$ cat src/rtl/vga_pixel_serializer.sv
`timescale 1ns/1ps
// Serializes 32-bit pixel words into one BPP-wide pixel per clock during the VGA active region.
// A hold register plus the shift register give two words of buffering; refills are requested via word_req.
module vga_pixel_serializer #(
    parameter int BPP = 8
) (
    input  logic           clk,
    input  logic           nrst,
    input  logic [1:0]     VGA_state,
    input  logic [31:0]    data_to_VGA,
    input  logic           word_valid,
    output logic           word_req,
    output logic [BPP-1:0] pixel_out,
    output logic           pixel_valid,
    output logic           underrun
);

    localparam int PPW   = 32 / BPP;
    localparam int CNT_W = (PPW > 1) ? $clog2(PPW) : 1;

    if (BPP != 1 && BPP != 2 && BPP != 4 && BPP != 8 && BPP != 16 && BPP != 32) begin : g_bad_bpp
        $error("vga_pixel_serializer: BPP must be 1, 2, 4, 8, 16 or 32");
    end

    typedef enum logic [1:0] {
        ST_SYNC       = 2'd0,
        ST_BACKPORCH  = 2'd1,
        ST_ACTIVE     = 2'd2,
        ST_FRONTPORCH = 2'd3
    } vga_state_t;

    vga_state_t vstate;
    assign vstate = vga_state_t'(VGA_state);

    logic [31:0]      shift_reg, shift_reg_n;
    logic [31:0]      hold_reg, hold_reg_n;
    logic             shift_full, shift_full_n;
    logic             hold_full, hold_full_n;
    logic [CNT_W-1:0] pix_cnt, pix_cnt_n;
    logic [BPP-1:0]   pixel_out_n;
    logic             pixel_valid_n;
    logic             underrun_n;
    logic             was_active;

    logic is_active, flush, accept, shifting, last_pix, transfer;

    assign is_active = (vstate == ST_ACTIVE);
    // First front-porch cycle after the active region drops any partial word.
    assign flush     = (vstate == ST_FRONTPORCH) && was_active;
    assign accept    = word_valid && word_req;
    assign shifting  = is_active && shift_full;
    assign last_pix  = shifting && (pix_cnt == CNT_W'(PPW - 1));
    assign transfer  = hold_full && (!shift_full || last_pix) && !flush;

    // NOTE: combinational next-state logic uses blocking assignments and gives every
    // output a default first, so no path leaves a signal unassigned (no latch).
    always_comb begin
        shift_reg_n   = shift_reg;
        shift_full_n  = shift_full;
        pix_cnt_n     = pix_cnt;
        hold_reg_n    = hold_reg;
        pixel_out_n   = '0;
        pixel_valid_n = 1'b0;
        underrun_n    = underrun;

        if (shifting) begin
            pixel_out_n   = shift_reg[31 -: BPP];
            pixel_valid_n = 1'b1;
            shift_reg_n   = shift_reg << BPP;
            pix_cnt_n     = pix_cnt + CNT_W'(1);
            if (last_pix) begin
                pix_cnt_n    = '0;
                shift_full_n = 1'b0;
            end
        end else if (is_active && !hold_full) begin
            underrun_n = 1'b1;
        end

        if (transfer) begin
            shift_reg_n  = hold_reg;
            shift_full_n = 1'b1;
            pix_cnt_n    = '0;
        end

        if (flush) begin
            shift_reg_n  = '0;
            shift_full_n = 1'b0;
            pix_cnt_n    = '0;
            hold_reg_n   = '0;
        end

        // A word arriving on the flush cycle belongs to the next line and is kept.
        if (accept) begin
            hold_reg_n = data_to_VGA;
        end
        hold_full_n = accept || (hold_full && !transfer && !flush);
    end

    // NOTE: sequential state uses non-blocking assignments; reset is synchronous,
    // so it is tested inside the clocked block rather than in the sensitivity list.
    always_ff @(posedge clk) begin
        if (!nrst) begin
            shift_reg   <= '0;
            hold_reg    <= '0;
            shift_full  <= 1'b0;
            hold_full   <= 1'b0;
            pix_cnt     <= '0;
            pixel_out   <= '0;
            pixel_valid <= 1'b0;
            word_req    <= 1'b0;
            underrun    <= 1'b0;
            was_active  <= 1'b0;
        end else begin
            shift_reg   <= shift_reg_n;
            hold_reg    <= hold_reg_n;
            shift_full  <= shift_full_n;
            hold_full   <= hold_full_n;
            pix_cnt     <= pix_cnt_n;
            pixel_out   <= pixel_out_n;
            pixel_valid <= pixel_valid_n;
            word_req    <= !hold_full_n;
            underrun    <= underrun_n;
            was_active  <= is_active;
        end
    end

endmodule
$ cat config.mk
export PLATFORM = sky130hd
export DESIGN_NAME = vga_pixel_serializer
export DESIGN_NICKNAME = d
export VERILOG_FILES = /design/src/rtl/vga_pixel_serializer.sv
export SDC_FILE = /design/constraint.sdc
export NUM_CORES = 1
export LEC_CHECK = 0
export ABC_AREA = 1
export CORE_ASPECT_RATIO = 0.75
export CORE_MARGIN = 2
export CORE_UTILIZATION = 48
export DETAILED_ROUTE_END_ITERATION = 8
export GPL_TIMING_DRIVEN = 0
export PLACE_DENSITY = 0.75
export SYNTH_ARGS = -nofsm -noshare
export SYNTH_HDL_FRONTEND = slang
export SYNTH_SLANG_ARGS = --single-unit
$ cat constraint.sdc
create_clock -name clk -period 1.3 [get_ports clk]
set_input_delay 0.325 -clock clk [delete_from_list [all_inputs] [get_ports clk]]
set_output_delay 0.325 -clock clk [all_outputs]
set_load 0.05 [all_outputs]
# Yosys cells after proc, flatten, opt, wreduce, memory -nomap -nowiden
# Index checks and enable logic that the tools add are counted.
[totals]
register_bits = 80
inputBits = 37
[classes]
addsub = 1
eq_ne = 3
mux = 9
n_bitwise = 2
reduce_logical = 24
[ops]
columns = ["op", "n"]
rows = [
  ["32-bit 2-to-1 mux", 4],
  ["1-bit logical AND", 9],
  ["2-bit equality test (second input constant)", 3],
  ["2-bit AND reduction", 3],
  ["2-bit nonzero test", 3],
  ["1-bit zero test", 5],
  ["1-bit 2-to-1 mux", 4],
  ["3-bit OR reduction", 1],
  ["2-bit by 1-bit adder with 2-bit output (second input constant)", 1],
  ["1-bit logical OR", 2],
  ["2-bit 2-to-1 mux", 1],
  ["1-bit NOT", 2],
  ["2-bit OR reduction", 1],
]

# Logic depth before layout (Yosys ltp)
[logic_depth]
ltp_word = 11
ltp_mapped = 8

# Worst setup path after synthesis
# Ideal clock, no wire load.
[synth_path]
kind = "reg2reg"
start = "register word_req"
end = "register hold_reg[0]"
setup_time_ns = 0.071
t_arrival_ns = 1.449
required_time_ns = 1.229
setup_slack_ns = -0.220
path_stages_with_launch = 6
n_path_buf = 1
period_less_slack_ns = 1.520
cell_sequence = "dfxtp_1 nand2_1 inv_1 buf_1 nand2_1 a21oi_1"
[synth_via]
elab_chain_cells = 2
word_cells_on_any_way = 3
[synth_lines]
columns = ["element", "line_no", "source"]
rows = [
  ["start, declared", "12", "output logic word_req,"],
  ["start signal, assigned", "121", "word_req <= !hold_full_n;"],
  ["1-bit logical AND (*)", "50", "assign accept = word_valid && word_req;"],
  ["32-bit 2-to-1 mux / 2-bit nonzero test (equally long branches)", "--", ""],
  ["end signal, assigned", "115", "hold_reg <= hold_reg_n;"],
  ["end, declared", "36", "logic [31:0] hold_reg, hold_reg_n;"],
]
# Every way passes the cells marked *; elsewhere a longest branch is shown, timed or not.
# A chain may end at the register's enable or synchronous reset.

# Final worst setup path
[layout_path]
start = "register pix_cnt[0]"
end = "register shift_reg[7]"
[layout_via]
elab_chain_cells = 6
word_cells_on_any_way = 7
[layout_lines]
columns = ["element", "line_no", "source"]
rows = [
  ["start, declared", "39", "logic [CNT_W-1:0] pix_cnt, pix_cnt_n;"],
  ["start signal, assigned", "118", "pix_cnt <= pix_cnt_n;"],
  ["2-bit equality test (*)", "52", "assign last_pix = shifting && (pix_cnt == CNT_W'(PPW - 1));"],
  ["1-bit logical AND (*)", "52", ""],
  ["1-bit logical OR (*)", "53", "assign transfer = hold_full && (!shift_full || last_pix) && !flush;"],
  ["1-bit logical AND (*) (2 in series)", "53", ""],
  ["32-bit 2-to-1 mux / 2-bit nonzero test (equally long branches)", "--", ""],
  ["end signal, assigned", "114", "shift_reg <= shift_reg_n;"],
  ["end, declared", "35", "logic [31:0] shift_reg, shift_reg_n;"],
]
# Marked as above.

==> summary.txt <==
Outcome
  • Status: finished with violations
  • Failing checks: setup timing

Synthesis
  • Average size of a mapped cell: 7.42 sq um
  • Syn nets: 484
  • Number of synthesized flops with an enable pin: 0
  • Yosys reg bits: 80
  • Synth warn: 0
  • Synthesized cell area: about 0.0033 sq mm
  • Unique masters post-synth: 22
  • Main synth FF type: dfxtp_1
  • Async SR Flop Fraction: 0%
  • Synthesized instance count: around 450
  • Sequential share of the synthesized area: between 40% and 50%

Power
  • Sequential power share: roughly half
  • Psw: 1270 uW
  • Comb power frac: between 10% and 20%
  • Pint: between 3000 and 4000 uW
  • LEAKAGE: around 0.0017 uW
  • Max VDD drop: around 550 uV
  • Pwr per Cell Area: 1160 mW/mm^2
  • Power share of the clock group: roughly 38%
  • Switching Share: between 20% and 30%

Clock network
  • H-tree Lvls: 3
  • CTS tree: done
  • Clk slew on worst S/H paths: approximately 0.080 ns
  • CTS sink cnt: 80
  • CTS max path bufs: 2
  • Worst skew pair latency: 0.36 ns
  • CTS Buf Count: 9
  • CTS root buf: clkbuf_8
  • # hold bufs at CTS: 0

Floorplan
  • Die ar.: between 0.007 and 0.008 sq mm
  • Die Y: between 70 and 80 um
  • Die Width: between 90 and 100 um
  • Initial core utilization: between 40% and 50%
  • Site row count: 26
  • Core area: slightly below 0.007 sq mm
  • Io pins: between 40 and 50

Global route
  • Initial antenna violation count: 0
  • Gr usage total: between 20% and 30%
  • M3 GR Usage: under 10%
  • Met2 Use GR: 35.7%
  • Grt met1 use: 27.5%
  • Vias in the first global route: around 3,000
  • Total gr overflow: 0
  • GRT Max-Usage Layer: met2
  • Pin count of the biggest net entering global routing: 14
  • First-pass GRT wire length: about 13,000 um

Timing
  • Setup TNS Final: -1.09 ns
  • Unrepaired setup endpoints after global routing: true
  • Fmax: about 730 MHz
  • Hold Slack: about 0.36 ns
  • Worst slew pin tran: around 0.47 ns
  • Fin. Hold Viols: 0
  • Crit share post-route: 105%
  • Setup ws final: -0.0707 ns
  • Final Max Tran Viols: 0
  • Post-layout min period: around 1.4 ns
  • Setup Skew: about 0.009 ns
  • Relative slew slack: about two thirds
  • Setup violators final: 25

Setup path
  • Critical-path cell list: ha_4, nand3_4, nand2_8, nand2_8, buf_12, clkbuf_16, nand3_2, a21oi_2
  • CP max stage cell: dfxtp_2
  • WP data arrival: approximately 1.6 ns
  • Largest stage delay on the critical path: between 0.3 and 0.4 ns
  • Setup CP Type: register to register
  • CP dominant cell by count: nand2_8
  • Worst Path Required: between 1.5 and 2 ns
  • Critical path fanouts, max: 7
  • Startpoint types: register
  • Endpoint class of the critical path: register

Drt
  • # DRC: 0
  • Pre-antenna DRT Iters: 4
  • Antenna-violating nets left: 0
  • DRT Wirelength: about 8500 um
  • Number of DRC markers in iteration 0: between 150 and 200
  • Via count: approximately 3,100
  • Routed wire length per instance: roughly 14 um
  • Via density: around 5.2

Hold path
  • Worst Hold Class: input port to register

Finish
  • Most frequent cells in the layout: nand2_1, dfxtp_1, nand3_1
  • Post-layout util: around 67%
  • Antenna cells: 0
  • Area grow syn2layout: 35.3%
  • Layout Nets: between 500 and 600
  • Commonest non-fill, non-tap cell in the layout: nand2_1
  • Layout cell share with drive strength beyond 1: between 20% and 30%

Placement
  • DP Wirelength: approximately 5600 um
  • Port Buffers: 47
  • Global placer's final weighted congestion: between 0.8 and 0.9

Job
  • Max-Cap Viols: 0
[power by group through the flow]
stage / Sequential, uW / Clock (uW) / Combinational [uW]
detailed placement: 2650 / 0 / 506
global route: 2610 / 2120 / 660
CTS: 2600 / 1980 / 536
global placement: 2650 / 0 / 496
floorplan: 2660 / 0 / 287
finish: 2600 / 1970 / 606
[cell type report]
class                      count  area [sq um]
clock buffer                  11           131
sequential                    80          1610
inverter                      39           156
clock inverter                 5          81.3
timing repair buffer          58           563
fill                         575          2250
tap                           84           105
buffer                        29           211
multi-input combinational    297          1620
[synthesized netlist by cell type (3+ instances only)]
master      n  area share [%]
a21oi_1    67              10
buf_1       7            0.79
buf_2       8             1.2
clkbuf_1   12             1.4
dfxtp_1    80              48
inv_1      35             4.0
inv_2       3            0.34
nand2_1   117              13
nand3_1    80              12
nand3_2    11             3.3
nor2_1     12             1.4
[stage by stage]
stage / std cells / area [sq um] / worst slack (ns) / total power (uW)
2_1_floorplan: 446 / 3330 / 0.0158 / 2950
3_5_place_dp: 577 / 3900 / -0.802 / 3160
5_1_grt: 603 / 4480 / -0.113 / 5390
4_1_cts: 598 / 4210 / -0.00436 / 5120
3_3_place_gp: 577 / 3900 / -0.783 / 3150
6_report: 603 / 4480 / -0.0707 / 5180
[final timing paths]
check                start            to  slack (ns)  depth (start not counted)
max             pix_cnt[0]  shift_reg[7]       -0.07                          8
min                   nrst      underrun        0.36                          2
max reg2reg     pix_cnt[0]  shift_reg[7]       -0.07                          8
min reg2reg  shift_reg[30]  pixel_out[6]        0.44                          2
[worst max-delay path, delay by kind of cell, from the launching register on]
kind                     cells  cell delay (ns)
AO/OA/AOI/OAI                1             0.06
buffers and inverters        2             0.31
AND/OR/NAND/NOR              4             0.35
adder cells (fa/ha/maj)      1             0.16
flip-flops                   1             0.36
[repair_timing]
| action | CTS | global route |
|---|---|---|
| pin swaps | 3 | 12 |
| buffers inserted | 4 | 5 |
| gates cloned | 1 | 2 |
| endpoints found under the setup margin | 87 | 78 |
| resized for setup | 91 | 58 |
[cells by family (layout without fill, tap and decap cells)]
family	count (synthesis)	in the layout	share of synthesized area, %
and+or+nand+nor	227	227	31.8
DFF	80	80	48.4
AOI/OAI and AO/OA	69	69	10.5
buffers and inverters	69	142	8.92
adders and majority gates	1	1	0.378
[routing by layer]
metal | share of wire (%) | routed length (um) | up-vias
met4 | 3.0 | 252 | 0
met1 | 44 | 3730 | 1425
li1 | - | - | 1588
met3 | 5.7 | 485 | 24
met2 | 47 | 4040 | 98
met5 | 0 | 0 | -
No activity file was read; power rests on OpenSTA's default activity.
